$ cat src/rtl/shift_exec_stage_pkg.sv
// Shared definitions for the shift execute stage: opcode encodings and flag bit positions.
package shift_exec_stage_pkg;

  typedef enum logic [1:0] {
    OP_SRL = 2'b00,
    OP_SLL = 2'b01,
    OP_ROR = 2'b10,
    OP_ROL = 2'b11
  } shift_op_e;

  localparam int FLAG_C = 0;
  localparam int FLAG_Z = 1;
  localparam int FLAG_N = 2;
  localparam int FLAG_W = 3;

endpackage

$ cat src/rtl/shift_exec_stage_barrel.sv
// Logarithmic barrel shifter (logical and rotate) with carry-out of the last bit moved past the edge.
module BarrelShifter
  import shift_exec_stage_pkg::*;
#(
  parameter  int width = 16,
  localparam int level = $clog2(width)
) (
  input  logic [width-1:0] a,
  input  logic [level-1:0] b,
  input  shift_op_e        op,
  output logic [width-1:0] y,
  output logic             c
);

  logic [level:0][width-1:0] stg;
  logic [level-1:0]          b_m1;
  logic [level-1:0]          b_neg;

  assign stg[0] = a;

  // Level gi shifts by 2**gi when count bit gi is set.
  for (genvar gi = 0; gi < level; gi++) begin : g_lvl
    localparam int SH = 1 << gi;
    logic [width-1:0] ror_v;
    logic [width-1:0] rol_v;

    assign ror_v = {stg[gi][SH-1:0], stg[gi][width-1:SH]};
    assign rol_v = {stg[gi][width-SH-1:0], stg[gi][width-1:width-SH]};

    assign stg[gi+1] = !b[gi]         ? stg[gi]       :
                       (op == OP_SRL) ? stg[gi] >> SH :
                       (op == OP_SLL) ? stg[gi] << SH :
                       (op == OP_ROR) ? ror_v         : rol_v;
  end

  assign y = stg[level];

  // width-b wraps to the right index because the count is exactly level bits wide.
  assign b_m1  = b - level'(1);
  assign b_neg = level'(0) - b;

  always_comb begin
    c = 1'b0;
    if (b != '0) begin
      case (op)
        OP_SRL: c = a[b_m1];
        OP_SLL: c = a[b_neg];
        OP_ROR: c = y[width-1];
        OP_ROL: c = y[0];
      endcase
    end
  end

endmodule

$ cat src/rtl/shift_exec_stage.sv
// Two-stage valid/ready shift execute stage: S1 holds operands, S2 holds the shifted result and {n,z,c}.
module shift_exec_stage
  import shift_exec_stage_pkg::*;
#(
  parameter  int width = 16,
  localparam int level = $clog2(width)
) (
  input  logic              clk,
  input  logic              rst_n,
  input  logic              flush,
  input  logic              in_valid,
  output logic              in_ready,
  input  logic [width-1:0]  a,
  input  logic [level-1:0]  b,
  input  logic [1:0]        opcode,
  output logic              out_valid,
  input  logic              out_ready,
  output logic [width-1:0]  y,
  output logic [FLAG_W-1:0] flags
);

  logic              s1_valid_q, s1_valid_d;
  logic [width-1:0]  s1_a_q, s1_a_d;
  logic [level-1:0]  s1_b_q, s1_b_d;
  shift_op_e         s1_op_q, s1_op_d;
  logic              s2_valid_q, s2_valid_d;
  logic [width-1:0]  y_q, y_d;
  logic [FLAG_W-1:0] flags_q, flags_d;

  logic              s2_drain;
  logic              s1_adv;
  logic              accept;
  logic [width-1:0]  sh_y;
  logic              sh_c;
  logic [FLAG_W-1:0] sh_flags;

  BarrelShifter #(.width(width)) u_shifter (
    .a  (s1_a_q),
    .b  (s1_b_q),
    .op (s1_op_q),
    .y  (sh_y),
    .c  (sh_c)
  );

  assign sh_flags[FLAG_N] = sh_y[width-1];
  assign sh_flags[FLAG_Z] = (sh_y == '0);
  assign sh_flags[FLAG_C] = sh_c;

  assign s2_drain = s2_valid_q && out_ready;
  assign s1_adv   = s1_valid_q && (!s2_valid_q || s2_drain);
  assign in_ready = !flush && (!s1_valid_q || s1_adv);
  assign accept   = in_valid && in_ready;

  always_comb begin
    s1_valid_d = s1_valid_q;
    s1_a_d     = s1_a_q;
    s1_b_d     = s1_b_q;
    s1_op_d    = s1_op_q;
    s2_valid_d = s2_valid_q;
    y_d        = y_q;
    flags_d    = flags_q;

    // Flush wins over any accept or advance in the same cycle.
    if (flush) begin
      s1_valid_d = 1'b0;
      s2_valid_d = 1'b0;
    end else begin
      if (s1_adv) begin
        s2_valid_d = 1'b1;
        y_d        = sh_y;
        flags_d    = sh_flags;
      end else if (s2_drain) begin
        s2_valid_d = 1'b0;
      end

      if (accept) begin
        s1_valid_d = 1'b1;
        s1_a_d     = a;
        s1_b_d     = b;
        s1_op_d    = shift_op_e'(opcode);
      end else if (s1_adv) begin
        s1_valid_d = 1'b0;
      end
    end
  end

  always_ff @(posedge clk or negedge rst_n) begin
    if (!rst_n) begin
      s1_valid_q <= 1'b0;
      s1_a_q     <= '0;
      s1_b_q     <= '0;
      s1_op_q    <= OP_SRL;
      s2_valid_q <= 1'b0;
      y_q        <= '0;
      flags_q    <= '0;
    end else begin
      s1_valid_q <= s1_valid_d;
      s1_a_q     <= s1_a_d;
      s1_b_q     <= s1_b_d;
      s1_op_q    <= s1_op_d;
      s2_valid_q <= s2_valid_d;
      y_q        <= y_d;
      flags_q    <= flags_d;
    end
  end

  assign out_valid = s2_valid_q;
  assign y         = y_q;
  assign flags     = flags_q;

endmodule

$ cat config.mk
export PLATFORM = sky130hd
export DESIGN_NAME = shift_exec_stage
export DESIGN_NICKNAME = d
export VERILOG_FILES = /design/src/rtl/shift_exec_stage_pkg.sv /design/src/rtl/shift_exec_stage_barrel.sv /design/src/rtl/shift_exec_stage.sv
export SDC_FILE = /design/constraint.sdc
export NUM_CORES = 1
export LEC_CHECK = 0
export CAP_MARGIN = 20
export CORE_MARGIN = 3
export CORE_UTILIZATION = 45
export DETAILED_ROUTE_END_ITERATION = 10
export PLACE_DENSITY = 0.72
export RECOVER_POWER = 25
export SYNTH_ARGS = -nofsm -noshare
export SYNTH_HDL_FRONTEND = slang
export SYNTH_SLANG_ARGS = --single-unit
export TNS_END_PERCENT = 50
$ cat constraint.sdc
create_clock -name clk -period 7 [get_ports clk]
set_input_delay 0.7 -clock clk [delete_from_list [all_inputs] [get_ports clk]]
set_output_delay 0.7 -clock clk [all_outputs]
set_load 0.005 [all_outputs]
==> flow_summary.json <==
{
  "final-max-slew-violation-count": 43,
  "postCtsResizedCells": 0,
  "postCtsSetupRepairBufs": 0,
  "cts_htree_levels": 2,
  "tns_ps": 0,
  "crit_family": "multiplexers",
  "leakagePower_nw": 1.70,
  "netlist_area_mm2": 0.00385,
  "r2r_end": "flags[0]",
  "drv_cap": 1,
  "finalWorstSetupSlack_ps": 3250,
  "worstHoldPathType": "flop to flop",
  "rsz0062_at_grt": "no",
  "cts_root_buffer": "clkbuf_8",
  "min_from": "y[4]",
  "core_mm2": 0.00826,
  "finalNonFillerCells": 559,
  "netlist_top_cells_count": "nor2_1, dfrtp_1, mux2i_1",
  "setup_viol": 0,
  "yosys.area.top_type": "dfrtp_1",
  "dpl.cell_count": 551,
  "cp-start-kind": "flop",
  "syn-instance-count": 445,
  "synth_mux_area_share_pct": 24.5,
  "slowest_delay_ps": 650,
  "drive_above_1_share_pct": 13.2,
  "synthesis.nets": 473,
  "fin_crit_sh_pct": 53.5,
  "synthToLayoutAreaGrowth_pct": 11.9,
  "n_antenna_cell": 0,
  "cts_buffers": 5,
  "fillers": 796,
  "yosysUniqueCellTypes": 66,
  "track_usage_pct": 22.9,
  "status": "finished with violations",
  "path_buf_inv": 2,
  "synth.most_common_cell": "nor2_1",
  "dr.pass1.iters": 5,
  "synth-adder-area-share_pct": 0.325,
  "grt_max_degree": 79,
  "start_util_pct": 46.7,
  "synth_top_family_by_area": "multiplexers",
  "row_count": 33,
  "synthFlopType": "dfrtp_1",
  "powerDensity_mw_per_mm2": 271,
  "final_nets": 481,
  "initialDrtViolationCount": 472,
  "syn_avg_cell_area_um2": 8.66,
  "fp.dieH_um": 98.6,
  "hold_buffers": 0,
  "reg2reg_slack_ps": 3250,
  "grt_first_pass_wirelength_um": 18200,
  "worst_pin_slew_ps": 2240,
  "synth_compound_area_share_pct": 23.1,
  "cts_buffer_depth": 2,
  "antenna_found_initial": 0,
  "ant_nets": 0,
  "end_kind": "flop",
  "async_flop_share_pct": 100,
  "io_pins": 48,
  "cpMaxStageDelayCell": "buf_4",
  "relSlewSlack_pct": -49.0,
  "place_area_mm2": 0.00422,
  "yosys.area_share.simple_pct": 16.5,
  "ys_seq_elements": 42,
  "violations": "capacitance limit, slew limit",
  "io_buffer_count": 47,
  "synth_xor_area_share_pct": 0.454,
  "ys_warn_count": 0,
  "cts.sinks": 42,
  "place.gp.congestion": 0.966,
  "synth_edf_count": 0,
  "die-area_mm2": 0.00971,
  "regArea_mm2": 0.00105,
  "timing.fmax_ghz": 0.267,
  "crit_fanout": 78,
  "finalClockSkew_ps": 12.8,
  "clk_latency_ps": 310,
  "hold_depth": 2,
  "regToRegStartpoint": "s1_b_q[0]",
  "multi_input_area_mm2": 0.00251,
  "clk_pin_slew_ps": 90,
  "drc_errors": 0,
  "yosysSeqAreaShare_pct": 27.3,
  "vias": 3692,
  "final_core_util_pct": 52.3,
  "hold_end": "y[4]",
  "r2r_cells": 10,
  "wl_per_cell_um": 19.6,
  "fin_crit_ps": 3750,
  "crit_type": "flop to flop",
  "gr-total-overflow": 0,
  "required_ps": 7210,
  "hold_viol": 0,
  "drt_wl_total_um": 11000,
  "ir_drop_v": 0.000144,
  "die_w_um": 98.6,
  "dp_hpwl_um": 7640,
  "cts_tree": "done",
  "vias_per_cell": 6.60,
  "grt_pass1_vias": 3587,
  "pre_cts_ws_ps": 3250,
  "stdcell_area_mm2": 0.00432,
  "arrival_ps": 3950,
  "crit_chain": "buf_4 -> inv_2 -> ha_1 -> xor2_1 -> mux4_2 -> mux4_2 -> o21ai_0 -> a21oi_1 -> a21oi_1 -> o2bb2ai_1",
  "synthTopCellsByArea": "dfrtp_1, mux2i_1, mux2_2",
  "synth.top_cell.area_share_pct": 27.3
}
[layout make-up]
| class | instances | share of cell area (%) |
|---|---|---|
| clock inverter | 1 | 0.203 |
| inverter | 6 | 0.522 |
| multi-input combinational | 345 | 58.1 |
| sequential | 42 | 24.4 |
| clock buffer | 7 | 2.00 |
| timing repair buffer | 53 | 11.7 |
| tap | 105 | 3.04 |
[how the worst max path moves through the flow]
stage,depth (start not counted),slack (ps),end,startpoint
after floorplan,11,3990,flags[0],s1_b_q[1]
after global placement,10,3430,flags[0],s1_b_q[0]
after detailed placement,10,3250,flags[0],s1_b_q[0]
after CTS,10,3260,flags[0],s1_b_q[0]
after global routing,10,2950,flags[0],s1_b_q[0]
final,10,3250,flags[0],s1_b_q[0]
[kinds of logic after synthesis]
| kind of cell | count (synthesis) |
|---|---|
| adder cells (fa/ha/maj) | 1 |
| flip-flops | 42 |
| AO/OA/AOI/OAI | 127 |
| XOR/XNOR | 2 |
| multiplexers | 76 |
| buffers and inverters | 58 |
| AND/OR/NAND/NOR | 139 |
[cells in the final DEF (no fill, tap or decap), types with 3 or more instances in the layout]
cell / synthesis / routed
a211o_1: 4 / 4
a211oi_1: 20 / 20
a21oi_1: 34 / 34
a221oi_1: 8 / 8
a31oi_1: 6 / 6
and2_1: 4 / 4
buf_4: 3 / 5
clkbuf_8: 0 / 6
clkdlybuf4s50_1: 0 / 46
dfrtp_1: 42 / 41
inv_1: 3 / 3
mux2_2: 25 / 25
mux2i_1: 38 / 38
mux4_2: 12 / 12
nand2_1: 20 / 20
nand2b_1: 9 / 9
nand3_1: 7 / 7
nor2_1: 65 / 65
nor2b_1: 8 / 8
nor3_1: 16 / 16
o21ai_0: 14 / 14
o221ai_1: 3 / 3
o22ai_1: 5 / 5
o2bb2ai_1: 3 / 3
[per-stage QoR]
stage               power (W)  hold slack, ps
finish                0.00117             502
global route          0.00125             523
CTS                   0.00116             473
detailed placement   0.000991             488
global placement     0.000978             487
floorplan            0.000805             404
[per-layer routing]
layer	part of all wire [%]	up-vias	GRT usage, %
met5	0	-	0
met4	4.0	0	10.8
met3	7.6	42	2.83
met2	48	203	36.8
met1	40	1763	30.6
li1	-	1684	-
[worst reg2reg max path: stages (launching register included)]
cell,delay (ps)
dfrtp_2,340
buf_4,650
inv_2,300
ha_1,300
xor2_1,540
mux4_2,590
mux4_2,490
o21ai_0,170
a21oi_1,60
a21oi_1,140
o2bb2ai_1,60
[registers in the layout, summed over array words and instances, names as in the netlist]
| signal | flops |
|---|---|
| y | 16 |
| s1_op_q | 2 |
| flags | 2 |
| s1_b_q | 4 |
| out_valid | 1 |
| s1_valid_q | 1 |
| s1_a_q | 16 |
[report_power, final]
part	internal [W]	switching, W	total [W]	leakage, nW
Sequential	0.000293	0.0000804	0.000373	0.490
Clock	0.0000815	0.0000890	0.000171	0.0489
Combinational	0.000295	0.000330	0.000625	1.16
Total	0.000670	0.000499	0.00117	1.70
No activity file was read; power rests on OpenSTA's default activity.
